[src/rtl/pc_next_unit.sv]
// Program-counter stage: fetch PC, IF/ID PC register, branch/jump/jr target
// selection and redirect-vs-stall arbitration. Define BRANCH_DELAY_SLOT_EN for
// MIPS delay-slot semantics (no IF squash; the slot instruction stays valid).
module pc_next_unit #(
  parameter logic [31:0] RESET_PC = 32'h0000_0000,
  parameter int unsigned PC_STEP  = 4
) (
  input  logic        clk,
  input  logic        rst_n,
  input  logic        stall_if,
  input  logic        branch_taken,
  input  logic [31:0] branch_offset_sl2,
  input  logic        jump,
  input  logic [25:0] jump_index,
  input  logic        jr,
  input  logic [31:0] jr_target,
  output logic [31:0] pc_if,
  output logic [31:0] pc_plus4_if,
  output logic [31:0] pc_id,
  output logic [31:0] pc_plus4_id,
  output logic        id_valid,
  output logic        flush_if,
  output logic        redirect_pending,
  output logic        addr_err
);

  localparam logic [31:0] STEP = 32'(PC_STEP);

`ifdef BRANCH_DELAY_SLOT_EN
  localparam logic SQUASH = 1'b0;
`else
  localparam logic SQUASH = 1'b1;
`endif

  typedef enum logic {IDLE, PENDING} state_t;

  state_t      state, state_n;
  logic [31:0] pending_target, pending_target_n;
  logic [31:0] pc_if_n, pc_id_n, pc_plus4_id_n;
  logic        id_valid_n, addr_err_n;

  logic        jr_q, jump_q, branch_q, redirect;
  logic [31:0] target;

  // Redirect requests from a bubble in ID are meaningless and must be ignored.
  assign jr_q     = id_valid & jr;
  assign jump_q   = id_valid & jump;
  assign branch_q = id_valid & branch_taken;
  assign redirect = jr_q | jump_q | branch_q;

  assign pc_plus4_if      = pc_if + STEP;
  assign redirect_pending = (state == PENDING);

  always_comb begin
    if (jr_q)
      target = {jr_target[31:2], 2'b00};
    else if (jump_q)
      target = {pc_plus4_id[31:28], jump_index, 2'b00};
    else
      target = pc_plus4_id + branch_offset_sl2;
  end

  // NOTE: every combinational output gets a hold/default value first, so no
  // path through the case statement can leave it unassigned and infer a latch.
  always_comb begin
    state_n          = state;
    pending_target_n = pending_target;
    pc_if_n          = pc_if;
    pc_id_n          = pc_id;
    pc_plus4_id_n    = pc_plus4_id;
    id_valid_n       = id_valid;
    flush_if         = 1'b0;
    addr_err_n       = 1'b0;

    case (state)
      IDLE: begin
        addr_err_n = jr_q & (jr_target[1:0] != 2'b00);
        if (!stall_if) begin
          pc_id_n       = pc_if;
          pc_plus4_id_n = pc_plus4_if;
          if (redirect) begin
            pc_if_n    = target;
            id_valid_n = ~SQUASH;
            flush_if   = SQUASH;
          end else begin
            pc_if_n    = pc_plus4_if;
            id_valid_n = 1'b1;
          end
        end else if (redirect) begin
          pending_target_n = target;
          state_n          = PENDING;
        end
      end

      PENDING: begin
        // The first redirect already won; new requests are not looked at here.
        if (!stall_if) begin
          pc_if_n       = pending_target;
          pc_id_n       = pc_if;
          pc_plus4_id_n = pc_plus4_if;
          id_valid_n    = ~SQUASH;
          flush_if      = SQUASH;
          state_n       = IDLE;
        end
      end

      default: state_n = IDLE;
    endcase
  end

  // NOTE: sequential state uses non-blocking assignments so every register
  // samples the pre-edge values, independent of statement order.
  always_ff @(posedge clk or negedge rst_n) begin
    if (!rst_n) begin
      state          <= IDLE;
      pending_target <= '0;
      pc_if          <= RESET_PC;
      pc_id          <= '0;
      pc_plus4_id    <= '0;
      id_valid       <= 1'b0;
      addr_err       <= 1'b0;
    end else begin
      state          <= state_n;
      pending_target <= pending_target_n;
      pc_if          <= pc_if_n;
      pc_id          <= pc_id_n;
      pc_plus4_id    <= pc_plus4_id_n;
      id_valid       <= id_valid_n;
      addr_err       <= addr_err_n;
    end
  end

endmodule

[config.mk]
export PLATFORM = sky130hd
export DESIGN_NAME = pc_next_unit
export DESIGN_NICKNAME = d
export VERILOG_FILES = /design/src/rtl/pc_next_unit.sv
export SDC_FILE = /design/constraint.sdc
export NUM_CORES = 1
export LEC_CHECK = 0
export ABC_AREA = 1
export CELL_PAD_IN_SITES_DETAIL_PLACEMENT = 1
export CELL_PAD_IN_SITES_GLOBAL_PLACEMENT = 2
export CORE_ASPECT_RATIO = 2
export CORE_MARGIN = 5
export CORE_UTILIZATION = 29
export DETAILED_ROUTE_END_ITERATION = 12
export GPL_TIMING_DRIVEN = 1
export PLACE_DENSITY = 0.9
export SLEW_MARGIN = 15
export SYNTH_ARGS = -nofsm -noshare
export SYNTH_HDL_FRONTEND = slang
export SYNTH_SLANG_ARGS = --single-unit
[constraint.sdc]
create_clock -name clk -period 4.88 [get_ports clk]
set_input_delay 0.488 -clock clk [delete_from_list [all_inputs] [get_ports clk]]
set_output_delay 0.488 -clock clk [all_outputs]
set_load 0.05 [all_outputs]
== After elaboration in Yosys (flattened, before gate mapping) ==
Cells that the tools add are included.

* Output and inout port bits: 132
* Bits in registers: 131
* Input bits: 96

* Equal/unequal tests: 2
* Muxes and demuxes: 20
* $add $sub $neg: 2
* Bitwise operators: 7
* Reduce and logical (&&, ||, !) cells: 3

{| class="wikitable"
|+ Operators by type and width
! operator !! number
|-
| 32-bit two-way mux || 7
|-
| 32-bit case mux with 2 select lines || 1
|-
| 32-bit by 3-bit adder with 32-bit output (second input constant) || 1
|-
| 32-bit adder || 1
|-
| 1-bit two-way mux || 9
|-
| 1-bit case mux with 2 select lines || 3
|-
| 1-bit bitwise AND || 4
|-
| 2-bit inequality test (second input constant) || 2
|-
| 3-bit AND reduction || 1
|-
| 1-bit OR || 2
|-
| 2-bit AND reduction || 1
|-
| 2-bit nonzero test || 1
|-
| 1-bit NOT || 1
|}

== Depth between registers and ports, before layout ==
* Depth after elaboration: 6
* Gate-level depth with buffers: 17

== Worst setup path before layout ==
OpenSTA, ideal clock, no wires.

* Kind: register to output
* Start point: reg pc_if[2]
* End point: out pc_plus4_if[29]
* Cell stages (with the launch flop): 7
* Path buffers: 0
* Arrival: 2468 ps
* Required time: 4392 ps
* Slack: 1924 ps
* Path through: dfrtp_1 > inv_2 > nor3_4 > nand2_4 > nor2_1 > nand4_1 > xor2_1

* Cells in the longest elaborated chain, start to end: 1

{| class="wikitable"
|+ RTL lines
! what !! RTL line !! source
|-
| start, declared || 17 || <nowiki>output logic [31:0] pc_if,</nowiki>
|-
| start signal, assigned || 125 || <nowiki>pc_if <= pc_if_n;</nowiki>
|-
| 32-bit by 3-bit adder with 32-bit output || 51 || <nowiki>assign pc_plus4_if = pc_if + STEP;</nowiki>
|-
| end, declared || 18 || <nowiki>output logic [31:0] pc_plus4_if,</nowiki>
|}

Every way passes these cells.

== Worst setup path in the final report ==
* Start point: reg pc_if[10]
* End point: out pc_plus4_if[29]

The elaborated chain is that of the path after synthesis.

==> out/results.txt <==
The run finished with clean final reports. For the count of routing violations after the opening detailed-route iteration, the log shows 461. After synthesis, the largest family of logic cells by area is simple AND/OR/NAND/NOR gates.

After detailed routing, the number of remaining DRC violations is 0. The clock net in this run drives a total of 129 sinks. The arithmetic-cell share of the synthesized area counting full adders, half adders and majority gates works out to 0.0475. Count of nets left with antenna violations after detail routing: 0. The leakage component of the power came out at 5.83 nW. In this run the power density over the cells is 680 nW/um^2.

The number of buffers and inverters on the critical path is 2. The critical path goes through nand2_2, nor2_1, inv_1, nor2_1, nand4_1, xor2_1, clkdlybuf4s50_1. The max-capacitance violation count was 0; the fraction of post-synthesis cell area in the top cell type by area was 0.365. The fraction of final layout cells with drive strength greater than 1 came out at 0.0487. At the pin with the least slew margin, the transition time is 0.906 ns. Wires add up to 39.3 mm. The combinational power share came out at 0.603.

In the final routed layout, each cell accounts on average for 20.8 um. By startpoint and endpoint, the worst setup path is classified as reg2out. After clock tree synthesis, the flow added hold-fix buffers numbering 0. The logs give 8.18 mW for the overall power of the completed layout and 0 for the quantity of gates resized following cts. The logs give 0.238 for the sequential share of power and 0 for the number of antenna repair diodes. In this run the tool buffered the top-level ports with 227 buffer cells. Global-route usage over all layers: 0.228. The class of the most critical hold timing path is in2async. The logs give 0 for the number of setup violations in the final report and 0.293 for the initial core utilization. The tools report the total standard cell area after synthesis as 8840 um^2. The leftover overflow at the end of global routing is 0, and the number of buffers on the longest clock path is 2. TritonCTS built the clock tree. The synthesized area per cell was 6.80 um^2; the die boundary height was 257 um. The final worst clock skew is 0.0101 ns. The logs give 10449 for the number of global-route vias before repair and 3230 um^2 for the register cell area after layout.

The fraction of power consumed by the clock network is 0.159, and the post-placement cell area is 11400 um^2. Clock-pin slew was measured on the worst setup and hold paths at 0.06 ns. The number of nets in the synthesized netlist is 1429. Clock tree synthesis inserted a total of 17 buffers. Fill cells in the final layout number 3838. For the total number of vias, the log shows 9459. Among all stages on the critical path, the largest delay is contributed by sky130_fd_sc_hd__clkdlybuf4s50_1. The complex-gate fraction of the synthesized area was 0.138; the maximum resistive drop on vdd was 0.000453 V. 228 I/O pins were placed.

Leaving out filler cells and counting taps, the final layout contains 1889. The cell that appears most often on the critical path is sky130_fd_sc_hd__nor2_1. After synthesis, the netlist uses 45 different library cells.

The fraction of synthesized cell area in xor and xnor cells is 0.0344. In the synthesized netlist, the cells that appear most often are sky130_fd_sc_hd__nand2_1, sky130_fd_sc_hd__nor2_1, sky130_fd_sc_hd__inv_1. The simple-gate area share of the yosys netlist came out at 0.331. The tools report the sort of element at the start of the critical path as a register.

For the worst setup path, the data required time is 4.39 ns. The worst slew margin relative to its limit was 0.395. The standard-cell row count is 90. The final critical-path setup slack was 1.00 ns; the highest fanout seen on the critical path was 4. After routing the design area is 12000 um^2.

The first global-routing pass estimated 60.1 mm of wire. CTS placed an instance of sky130_fd_sc_hd__clkbuf_16 at the clock tree root. For the final routed database, the setup TNS stands at 0 ns.

The internal power of the cells totals 3.83 mW. The library cell with the highest instance count after synthesis is sky130_fd_sc_hd__nand2_1. The pre-antenna-repair detailed-routing pass consisted of 5 iterations. The core utilization of the finished layout was 0.399; the time the final worst path needs with I/O delays and setup was 3.88 ns. The tools report the hold violation total from the final report as 0. The worst hold slack after final layout was 0.111 ns; the total die area was 34300 um^2. In this run, synthesis produced a sequential element count of 129. For this run, the leading register cell type out of synthesis is sky130_fd_sc_hd__dfrtp_1. Based on the critical path, the design can be clocked at up to 258 MHz. Summed over all instances, the cell type with the most area after synthesis is sky130_fd_sc_hd__dfrtp_1.

For the worst-skew pair, the clock arrives at the later sink with an insertion delay of 0.43 ns. For the number of antenna violations at the first check in global routing, the log shows 0. In this run the horizontal extent of the chip is 133 um.

The run gives 1857 as the total instance count after detailed placement. Power spent charging and discharging nets: 4.35 mW. The growth of design area from synthesis to finish is 36.0%. The buffers inserted during post-CTS setup optimization came out at 0.

The cell count after synthesis was 1300. The largest net degree at the start of global routing was 87. Setup repair after global routing left no endpoint under its margin. The sequential share of the synthesized area is 0.365. The worst-case setup slack after placement is 1.50 ns, and the switching fraction of total power is 0.532. Detailed placement finished with a half-perimeter wire length of 31.4 mm.

The cell family contributing the most delay on the critical path is buffers and inverters. By area the synthesized netlist is led by sky130_fd_sc_hd__dfrtp_1, sky130_fd_sc_hd__nand2_1, sky130_fd_sc_hd__nor2_1, sky130_fd_sc_hd__inv_1, sky130_fd_sc_hd__ha_1. The tools report the placeable core area as 30200 um^2.

The element type at the critical path end is an output pin. The multi-input combinational cells in the finished layout cover a total of 4870 um^2. The final-report max-slew violation count is 0.

The maximum single-stage delay on the critical path came out at 0.90 ns. The count of synthesis-stage warnings from yosys is 0. The share of async-settable or async-resettable flops after synthesis was 1.00; the post-layout net count was 1637.

The tools report the data arrival time of the worst path as 3.39 ns. In the routed layout, each cell is associated on average with a via count of 5.01. Number of flops mapped to enable cells by yosys: 0. Routability-driven placement finished with a final weighted congestion of 0.936.

The fraction of synthesized area in multiplexers is 0, and the maximum level of the CTS H-tree is 4. Share of the clock period used by the worst path: 0.794.
-- worst paths after layout --
| path | from | endpoint | slack (ns) | depth (start not counted) |
|---|---|---|---|---|
| max reg2reg | pc_plus4_id[7] | pc_if[12] | 2.11 | 10 |
| max in group asynchronous | rst_n | pc_id[22] | 3.58 | 2 |
| min in group clk | pc_id[5] | pc_id[5] | 0.49 | 2 |
| max | pc_if[10] | pc_plus4_if[29] | 1.00 | 7 |
| min reg2reg | pc_id[5] | pc_id[5] | 0.49 | 2 |
| min | rst_n | pc_id[2] | 0.11 | 1 |
-- cell families after synthesis --
group,after synthesis
AO/OA/AOI/OAI,208
XOR/XNOR,33
adder cells (fa/ha/maj),33
buffers and inverters,190
flip-flops,129
AND/OR/NAND/NOR,707
-- power by group through the flow --
| stage | registers [mW] | logic [mW] | clock network (mW) |
|---|---|---|---|
| 5_1_grt | 2.00 | 5.28 | 1.37 |
| 2_1_floorplan | 2.80 | 2.24 | 0 |
| 3_5_place_dp | 1.96 | 4.92 | 0 |
| 6_report | 1.95 | 4.93 | 1.30 |
| 4_1_cts | 1.95 | 4.95 | 1.33 |
| 3_3_place_gp | 1.94 | 4.86 | 0 |
-- placed cells by master (no fill, tap or decap), types with 2 or more instances in the layout --
| master | instances |
|---|---|
| sky130_fd_sc_hd__a21o_1 | 2 |
| sky130_fd_sc_hd__a21oi_1 | 61 |
| sky130_fd_sc_hd__a221oi_1 | 2 |
| sky130_fd_sc_hd__a22oi_1 | 23 |
| sky130_fd_sc_hd__a2bb2oi_1 | 7 |
| sky130_fd_sc_hd__a31oi_1 | 21 |
| sky130_fd_sc_hd__buf_4 | 10 |
| sky130_fd_sc_hd__bufinv_16 | 2 |
| sky130_fd_sc_hd__clkbuf_16 | 17 |
| sky130_fd_sc_hd__clkbuf_8 | 5 |
| sky130_fd_sc_hd__clkdlybuf4s50_1 | 224 |
| sky130_fd_sc_hd__clkinv_2 | 4 |
| sky130_fd_sc_hd__clkinvlp_4 | 2 |
| sky130_fd_sc_hd__dfrtp_1 | 129 |
| sky130_fd_sc_hd__ha_1 | 32 |
| sky130_fd_sc_hd__inv_1 | 134 |
| sky130_fd_sc_hd__inv_2 | 9 |
| sky130_fd_sc_hd__nand2_1 | 455 |
| sky130_fd_sc_hd__nand2_2 | 2 |
| sky130_fd_sc_hd__nand3_1 | 63 |
| sky130_fd_sc_hd__nand3b_1 | 2 |
| sky130_fd_sc_hd__nand4_1 | 7 |
| sky130_fd_sc_hd__nor2_1 | 143 |
| sky130_fd_sc_hd__nor2_2 | 5 |
| sky130_fd_sc_hd__nor3_1 | 10 |
| sky130_fd_sc_hd__nor3_4 | 4 |
| sky130_fd_sc_hd__nor4_1 | 5 |
| sky130_fd_sc_hd__o21a_1 | 12 |
| sky130_fd_sc_hd__o21ai_0 | 70 |
| sky130_fd_sc_hd__o21bai_1 | 7 |
| sky130_fd_sc_hd__or2_2 | 2 |
| sky130_fd_sc_hd__xnor2_1 | 8 |
| sky130_fd_sc_hd__xor2_1 | 23 |
| sky130_fd_sc_hd__xor2_2 | 2 |
-- flip-flops by register name, summed over array words and instances (netlist names) --
register	count
addr_err	1
pc_id	32
pc_if	32
pc_plus4_id	30
id_valid	1
redirect_pending	1
pending_target	32
-- area by class of cell --
type / instances / share of cell area
Clock buffer: 23 / 0.0414
Clock inverter: 9 / 0.00863
Inverter: 143 / 0.0446
Multi-Input combinational cell: 981 / 0.405
Sequential cell: 129 / 0.268
Tap cell: 368 / 0.0383
Timing Repair Buffer: 236 / 0.194
-- layer usage --
layer / track usage / part of all wire / up-vias
met2: 0.431 / 0.54 / 212
met3: 0.0274 / 0.029 / 74
li1: - / - / 4574
met4: 0.114 / 0.049 / 0
met1: 0.247 / 0.38 / 4599
met5: 0 / 0 / -
(Power assumes the default switching activity.)
